==> src/rtl/mul_hilo_ctrl_if.sv <==
// Handshake and data bundle between control, multiplier and the HI/LO sequencer.
// The master drives requests and multiplier results; the slave is the sequencer.
interface mul_hilo_ctrl_if #(
    parameter int W = 32
);
    logic         start;
    logic         abort;
    logic [W-1:0] ra_in;
    logic [W-1:0] rb_in;
    logic [W-1:0] mul_ra;
    logic [W-1:0] mul_rb;
    logic [W-1:0] mul_hi;
    logic [W-1:0] mul_lo;
    logic         hi_we;
    logic         lo_we;
    logic [W-1:0] bus_in;
    logic [W-1:0] hi_out;
    logic [W-1:0] lo_out;
    logic         busy;
    logic         done;

    modport master (
        output start, abort, ra_in, rb_in,
        output mul_hi, mul_lo,
        output hi_we, lo_we, bus_in,
        input  mul_ra, mul_rb,
        input  hi_out, lo_out,
        input  busy, done
    );

    modport slave (
        input  start, abort, ra_in, rb_in,
        input  mul_hi, mul_lo,
        input  hi_we, lo_we, bus_in,
        output mul_ra, mul_rb,
        output hi_out, lo_out,
        output busy, done
    );
endinterface

==> src/rtl/mul_hilo_ctrl.sv <==
// HI/LO sequencer around a combinational multiplier.
// Holds operands, waits for settle, commits the product; serves mthi/mtlo.
module mul_hilo_ctrl #(
    parameter int W       = 32,
    parameter int MUL_LAT = 2
) (
    input logic              clk,
    input logic              clr_n,
    mul_hilo_ctrl_if.slave   io
);
    localparam int CW = 4;
    localparam logic [CW-1:0] LAT_M1 = CW'(MUL_LAT - 1);

    typedef enum logic [1:0] {
        S_IDLE,
        S_SETTLE,
        S_COMMIT
    } state_t;

    state_t        state, state_nx;
    logic [CW-1:0] cnt, cnt_nx;
    logic [W-1:0]  ra_q, ra_nx;
    logic [W-1:0]  rb_q, rb_nx;
    logic [W-1:0]  hi_q, hi_nx;
    logic [W-1:0]  lo_q, lo_nx;
    logic          busy_q, busy_nx;
    logic          done_q, done_nx;

    // State and datapath registers; every output comes straight from a flop.
    always_ff @(posedge clk or negedge clr_n) begin
        if (!clr_n) begin
            state  <= S_IDLE;
            cnt    <= '0;
            ra_q   <= '0;
            rb_q   <= '0;
            hi_q   <= '0;
            lo_q   <= '0;
            busy_q <= 1'b0;
            done_q <= 1'b0;
        end else begin
            state  <= state_nx;
            cnt    <= cnt_nx;
            ra_q   <= ra_nx;
            rb_q   <= rb_nx;
            hi_q   <= hi_nx;
            lo_q   <= lo_nx;
            busy_q <= busy_nx;
            done_q <= done_nx;
        end
    end

    // Next-state: abort wins over commit; mt* writes only land while idle.
    always_comb begin
        state_nx = state;
        cnt_nx   = cnt;
        ra_nx    = ra_q;
        rb_nx    = rb_q;
        hi_nx    = hi_q;
        lo_nx    = lo_q;
        done_nx  = 1'b0;
        unique case (state)
            S_IDLE: begin
                if (io.hi_we) hi_nx = io.bus_in;
                if (io.lo_we) lo_nx = io.bus_in;
                if (io.start && !io.abort) begin
                    ra_nx    = io.ra_in;
                    rb_nx    = io.rb_in;
                    cnt_nx   = LAT_M1;
                    state_nx = S_SETTLE;
                end
            end
            S_SETTLE: begin
                if (io.abort) begin
                    state_nx = S_IDLE;
                end else if (cnt == '0) begin
                    state_nx = S_COMMIT;
                end else begin
                    cnt_nx = cnt - CW'(1);
                end
            end
            S_COMMIT: begin
                state_nx = S_IDLE;
                if (!io.abort) begin
                    hi_nx   = io.mul_hi;
                    lo_nx   = io.mul_lo;
                    done_nx = 1'b1;
                end
            end
            default: state_nx = S_IDLE;
        endcase
        busy_nx = (state_nx != S_IDLE);
    end

    assign io.mul_ra = ra_q;
    assign io.mul_rb = rb_q;
    assign io.hi_out = hi_q;
    assign io.lo_out = lo_q;
    assign io.busy   = busy_q;
    assign io.done   = done_q;
endmodule
==> src/flat_wrapper.sv <==
// flat-port wrapper written by rule: the top's interface ports become plain ports
module mul_hilo_ctrl_flat 
#(
    parameter int W       = 32,
    parameter int MUL_LAT = 2
)
  (clk, clr_n, io_start, io_abort, io_ra_in, io_rb_in, io_mul_hi, io_mul_lo, io_hi_we, io_lo_we, io_bus_in, io_mul_ra, io_mul_rb, io_hi_out, io_lo_out, io_busy, io_done);
  mul_hilo_ctrl_if #(.W(W)) io_i ();
  input logic clk;
  input logic clr_n;
  input wire logic [$bits(io_i.start)-1:0] io_start;
  input wire logic [$bits(io_i.abort)-1:0] io_abort;
  input wire logic [$bits(io_i.ra_in)-1:0] io_ra_in;
  input wire logic [$bits(io_i.rb_in)-1:0] io_rb_in;
  input wire logic [$bits(io_i.mul_hi)-1:0] io_mul_hi;
  input wire logic [$bits(io_i.mul_lo)-1:0] io_mul_lo;
  input wire logic [$bits(io_i.hi_we)-1:0] io_hi_we;
  input wire logic [$bits(io_i.lo_we)-1:0] io_lo_we;
  input wire logic [$bits(io_i.bus_in)-1:0] io_bus_in;
  output wire logic [$bits(io_i.mul_ra)-1:0] io_mul_ra;
  output wire logic [$bits(io_i.mul_rb)-1:0] io_mul_rb;
  output wire logic [$bits(io_i.hi_out)-1:0] io_hi_out;
  output wire logic [$bits(io_i.lo_out)-1:0] io_lo_out;
  output wire logic [$bits(io_i.busy)-1:0] io_busy;
  output wire logic [$bits(io_i.done)-1:0] io_done;
  assign io_i.start = io_start;
  assign io_i.abort = io_abort;
  assign io_i.ra_in = io_ra_in;
  assign io_i.rb_in = io_rb_in;
  assign io_i.mul_hi = io_mul_hi;
  assign io_i.mul_lo = io_mul_lo;
  assign io_i.hi_we = io_hi_we;
  assign io_i.lo_we = io_lo_we;
  assign io_i.bus_in = io_bus_in;
  assign io_mul_ra = io_i.mul_ra;
  assign io_mul_rb = io_i.mul_rb;
  assign io_hi_out = io_i.hi_out;
  assign io_lo_out = io_i.lo_out;
  assign io_busy = io_i.busy;
  assign io_done = io_i.done;
  mul_hilo_ctrl #(.W(W), .MUL_LAT(MUL_LAT)) u_core (.clk(clk), .clr_n(clr_n), .io(io_i));
endmodule
==> config.mk <==
export PLATFORM = sky130hd
export DESIGN_NAME = mul_hilo_ctrl_flat
export DESIGN_NICKNAME = d
export VERILOG_FILES = /design/src/rtl/mul_hilo_ctrl_if.sv /design/src/rtl/mul_hilo_ctrl.sv /design/src/flat_wrapper.sv
export SDC_FILE = /design/constraint.sdc
export NUM_CORES = 1
export LEC_CHECK = 0
export BUFFER_PORTS_ARGS = -buffer_cell sky130_fd_sc_hd__buf_2
export CAP_MARGIN = 20
export CORE_UTILIZATION = 41
export DETAILED_ROUTE_END_ITERATION = 16
export PLACE_DENSITY = 0.8
export SETUP_SLACK_MARGIN = 0.2
export SYNTH_ARGS = -nofsm -noshare
export SYNTH_HDL_FRONTEND = slang
export SYNTH_SLANG_ARGS = --single-unit
==> constraint.sdc <==
create_clock -name clk -period 2 [get_ports clk]
set_clock_uncertainty 0.2 [all_clocks]
set_input_delay 0.4 -clock clk [delete_from_list [all_inputs] [get_ports clk]]
set_output_delay 0.4 -clock clk [all_outputs]
set_load 0.05 [all_outputs]
After elaboration in Yosys (flattened, before gate mapping)
Cells that the tools add are included.
{"block": "word_totals", "regBits": 136, "output_inout_bits": 130, "wordCells": 44}
{"block": "classes", "addsub": 1, "n_eq_ne": 8, "n_mux": 16, "n_reduce_logical": 11}
{"operator": "$mux W32", "n": 4}
{"operator": "$pmux W32 S2", "n": 2}
{"operator": "$mux W4", "n": 3}
{"operator": "$ne A2 B2 Y1 const B", "n": 5}
{"operator": "$pmux W4 S2", "n": 1}
{"operator": "$mux W2", "n": 3}
{"operator": "$reduce_and A3 Y1", "n": 2}
{"operator": "$reduce_bool A2 Y1", "n": 3}
{"operator": "$logic_not A4 Y1", "n": 1}
{"operator": "$pmux W2 S2", "n": 1}
{"operator": "$reduce_and A4 Y1", "n": 1}
{"operator": "$sub A4 B1 Y4 const B", "n": 1}
{"operator": "$eq A2 B1 Y1 const B", "n": 1}
{"operator": "$eq A2 B2 Y1 const B", "n": 1}
{"operator": "$logic_not A2 Y1", "n": 1}
{"operator": "$mux W1", "n": 2}
{"operator": "$ne A2 B1 Y1 const B", "n": 1}
{"operator": "$reduce_and A2 Y1", "n": 1}
{"operator": "$logic_and A1 B1 Y1", "n": 1}
{"operator": "$logic_not A1 Y1", "n": 1}

Depth between registers and ports, before layout
{"block": "logic_depth", "depth_word": 5, "mapped_depth": 5}

Worst setup path before layout
OpenSTA, ideal clock, no wires.
{"block": "synth_timing", "kind": "register to register", "startpoint": "register u_core.state[1]", "endpoint": "register u_core.ra_q[15] (netlist: u_core.io.mul_ra[15])", "setup_time_ps": 128, "arrival_time_ps": 1554, "required_time_ps": 1672, "setup_slack_ps": 119, "stages_incl_launch_ff": 5, "n_path_buf": 2, "synth_period_minus_slack_ps": 1881, "path_cell_list": "dfrtp_1 nor4b_1 buf_2 buf_4 mux2_1"}
{"block": "synth_via", "elab_chain_len": 2}
{"element": "start, declared", "line": "mul_hilo_ctrl.sv:20", "text": "state_t state, state_nx;"}
{"element": "start signal, assigned", "line": "mul_hilo_ctrl.sv:41", "text": "state <= state_nx;"}
{"element": "$logic_not A2 Y1", "line": "mul_hilo_ctrl.sv:61", "text": "unique case (state)"}
{"element": "$reduce_and A2 Y1 (no source line)"}
{"element": "end signal, assigned", "line": "mul_hilo_ctrl.sv:43", "text": "ra_q <= ra_nx;"}
{"element": "end, declared", "line": "mul_hilo_ctrl.sv:22", "text": "logic [W-1:0] ra_q, ra_nx;"}
No other way between the ends.
A chain may end at the register's enable or synchronous reset.

Worst setup path after layout
{"block": "layout_timing", "startpoint": "register u_core.state[1]", "endpoint": "register u_core.rb_q[10] (netlist: u_core.io.mul_rb[10])"}
{"block": "layout_via", "elab_chain_len": 2}
{"element": "$logic_not A2 Y1", "line": "mul_hilo_ctrl.sv:61"}
{"element": "$reduce_and A2 Y1 (no source line)"}
{"element": "end signal, assigned", "line": "mul_hilo_ctrl.sv:44", "text": "rb_q <= rb_nx;"}
{"element": "end, declared", "line": "mul_hilo_ctrl.sv:23", "text": "logic [W-1:0] rb_q, rb_nx;"}
No other way between the ends.

==> results.sh <==
export IMPL_grt_max_degree=58
export IMPL_regToRegEndpoint="u_core.io.mul_rb[10]"
export IMPL_htree_num_levels=4
export IMPL_wl_per_cell_um=18.45
export IMPL_synth_fp_nets=549
export IMPL_initial_core_util=0.4231
export IMPL_dr_pass1_iters=4
export IMPL_worstSetupStartpoint="u_core.state[1]"
export IMPL_syn_avg_cell_area_um2=15.47
export IMPL_grt_pass1_vias=5013
export IMPL_power_uw=15140
export IMPL_hpwl_um=11130
export IMPL_die_h_um=121.9
export IMPL_cts_tree="yes"
export IMPL_wl_um=17610
export IMPL_ys_seq_area_frac=0.5772
export IMPL_crit_arrival_ns=1.97
export IMPL_netlist_instances=381
export IMPL_drive_gt1_frac=0.6429
export IMPL_hold_viol=0
export IMPL_rsz0062_at_grt="yes"
export IMPL_powerDensity_nw_per_um2=1609
export IMPL_slew_headroom=0.7878
export IMPL_num_vias=4699
export IMPL_cts_buffer_depth=2
export IMPL_fin_nets=928
export IMPL_setup_violations=0
export IMPL_drv_cap=0
export IMPL_crit_type="reg -> reg"
export IMPL_antenna_found_initial=1
export IMPL_cp_start_kind="register"
export IMPL_grt_pass1_wl_um=24210
export IMPL_dieArea_um2=14860
export IMPL_fp_coreArea_um2=13930
export IMPL_row_count=43
export IMPL_ys_ff_latch=136
export IMPL_syn_area_um2=5896
export IMPL_io_buffer_count=295
export IMPL_ios=296
export IMPL_period_minus_slack_ns=1.880
export IMPL_cts_buffers=17
export IMPL_ff2ff_setup_slack_ns=0.12
export IMPL_cp_required_ns=2.09
export IMPL_die_w_um=121.9
export IMPL_clock_sinks=136
export IMPL_stdcell_count=954
export IMPL_r2r_start="u_core.state[1]"
export IMPL_fin_crit_sh=0.9402
export IMPL_dp_cells=860
export IMPL_max_freq_mhz=531.8
export IMPL_irDropWorstVdd_uv=965.8
export IMPL_r2r_cells=5
export IMPL_setup_worst_path_end="u_core.io.mul_rb[10]"
export IMPL_clockRootBuffer="clkbuf_16"
export IMPL_drc_errors=0
export IMPL_track_usage=0.2157
export IMPL_area_growth_synth_to_final_pct=59.59
export IMPL_path_clk_slew_ns=0.06
export IMPL_status="finished clean"
export IMPL_dpl_cell_area_um2=7844
export IMPL_critPathCaptureType="register"
export IMPL_hp_class="in -> reg"
export IMPL_ys_warn_count=0
export IMPL_overflow=0
export IMPL_tightest_slew_ns=0.3183
export IMPL_fin_setup_tns_ns=0
export IMPL_cp_max_fo=7
export IMPL_route_antenna_remaining_nets=0
export IMPL_drv_slew=0
export IMPL_via_per_inst=4.926
export IMPL_synth_cell_types=23
export IMPL_fin_util=0.6752
export IMPL_nFillCells=972
export IMPL_gp_congestion=0.8033
export IMPL_clock_latency_ns=0.41
export IMPL_first_iter_violations=144
export IMPL_p_leak_uw=0.004578
export IMPL_final_cell_area_um2=9409
==> worst max-delay path, cell delays in order (launching register included) <==
cell	delay, ns
dfrtp_2	0.44
nor4b_4	0.29
buf_4	0.20
clkbuf_16	0.17
clkbuf_16	0.16
mux2_4	0.31
==> through the flow <==
step                hold WS (ns)  worst slack (ns)
floorplan               -0.09559            0.2043
global placement         0.08778            0.1330
detailed placement       0.09005           0.07035
CTS                    0.0001179            0.1308
global route             0.01352           0.04511
finish                   0.02911            0.1197
==> synthesized netlist by cell type (all sizes together) <==
| library cell | instances | area share |
|---|---|---|
| a211o | 1 | 0.0015 |
| a21oi | 3 | 0.0025 |
| buf | 20 | 0.019 |
| dfrtp | 136 | 0.58 |
| ha | 2 | 0.0042 |
| inv | 4 | 0.0025 |
| mux2 | 192 | 0.37 |
| mux2i | 1 | 0.0017 |
| nand2b | 3 | 0.0032 |
| nor2 | 3 | 0.0019 |
| nor2b | 2 | 0.0021 |
| nor3 | 1 | 0.00085 |
| nor3b | 3 | 0.0038 |
| nor4 | 1 | 0.0011 |
| nor4b | 2 | 0.0030 |
| o211ai | 1 | 0.0013 |
| o21ai | 1 | 0.00085 |
| o31a | 1 | 0.0015 |
| o31ai | 1 | 0.0013 |
| or3 | 1 | 0.0011 |
| or3b | 2 | 0.0030 |
==> kinds of logic (layout without fill, tap and decap cells) <==
| family | count (synthesis) | count (layout) | synth area share |
|---|---|---|---|
| mux | 193 | 193 | 0.3684 |
| flops | 136 | 136 | 0.5772 |
| buf+inv | 24 | 416 | 0.02122 |
| simple gates | 18 | 18 | 0.01995 |
| compound gates | 8 | 8 | 0.008913 |
| fa+ha+maj | 2 | 2 | 0.004244 |
| other cells | 0 | 1 | 0 |
==> flip-flops by register name (all words and copies together) (netlist names) <==
name and cells:
u_core.cnt 4, u_core.io.done 1, u_core.io.hi_out 32, u_core.io.mul_rb 32
u_core.io.lo_out 32, u_core.io.busy 1, u_core.state 2, u_core.io.mul_ra 32
==> per-layer routing <==
layer,track usage,part of all wire
met1,0.2333,0.38
met2,0.3867,0.52
met3,0.06976,0.078
met4,0.08642,0.022
met5,0,0
==> how the worst min path moves through the flow <==
stage | startpoint | cells past startpoint | end
after floorplan | clr_n | 0 | u_core.cnt[0]
after detailed placement | clr_n | 1 | u_core.io.lo_out[31]
after global placement | clr_n | 1 | u_core.io.hi_out[8]
after global routing | io_ra_in[20] | 2 | u_core.io.mul_ra[20]
after CTS | io_ra_in[21] | 2 | u_core.io.mul_ra[21]
final | io_ra_in[20] | 2 | u_core.io.mul_ra[20]
==> power breakdown <==
group	switching, uW	internal, uW
sequential	648	3840
combinational	5180	2480
clock	1120	1870
total	6950	8190
==> layout by cell type, fill, tap and decap left out, types with 2 or more instances in the layout <==
cell type	n
clkbuf_1	3
nand2b_1	2
clkbuf_16	23
a21oi_4	3
buf_8	5
clkbuf_8	5
mux2_2	64
inv_1	4
ha_1	2
nor2_1	3
buf_2	294
dfrtp_2	2
nor3b_2	2
clkinv_2	4
mux2_4	56
dlygate4sd3_1	44
buf_6	5
mux2_1	72
buf_4	15
buf_12	10
dfrtp_1	134
==> timing repair <==
action / CTS / global route
pin swaps: 1 / 4
buffers inserted: 5 / 4
gates cloned: 0 / 8
setup endpoints to repair: 126 / 132
gates resized for setup: 3 / 75
hold buffers: 44 / 0
endpoints found under the hold margin: 68 / 0
==> cell type report <==
type	count	area [um2]	share of cell area
clock buffers	25	505.5	0.05372
inverters	4	15.01	0.001596
clock inverters	7	66.31	0.007048
flip-flops and latches	136	3406	0.3620
repair buffers	380	2534	0.2693
multi-input cells	221	2655	0.2822
diodes	1	2.502	0.0002660
well taps	180	225.2	0.02394
Power figures use the tool's default switching activity.
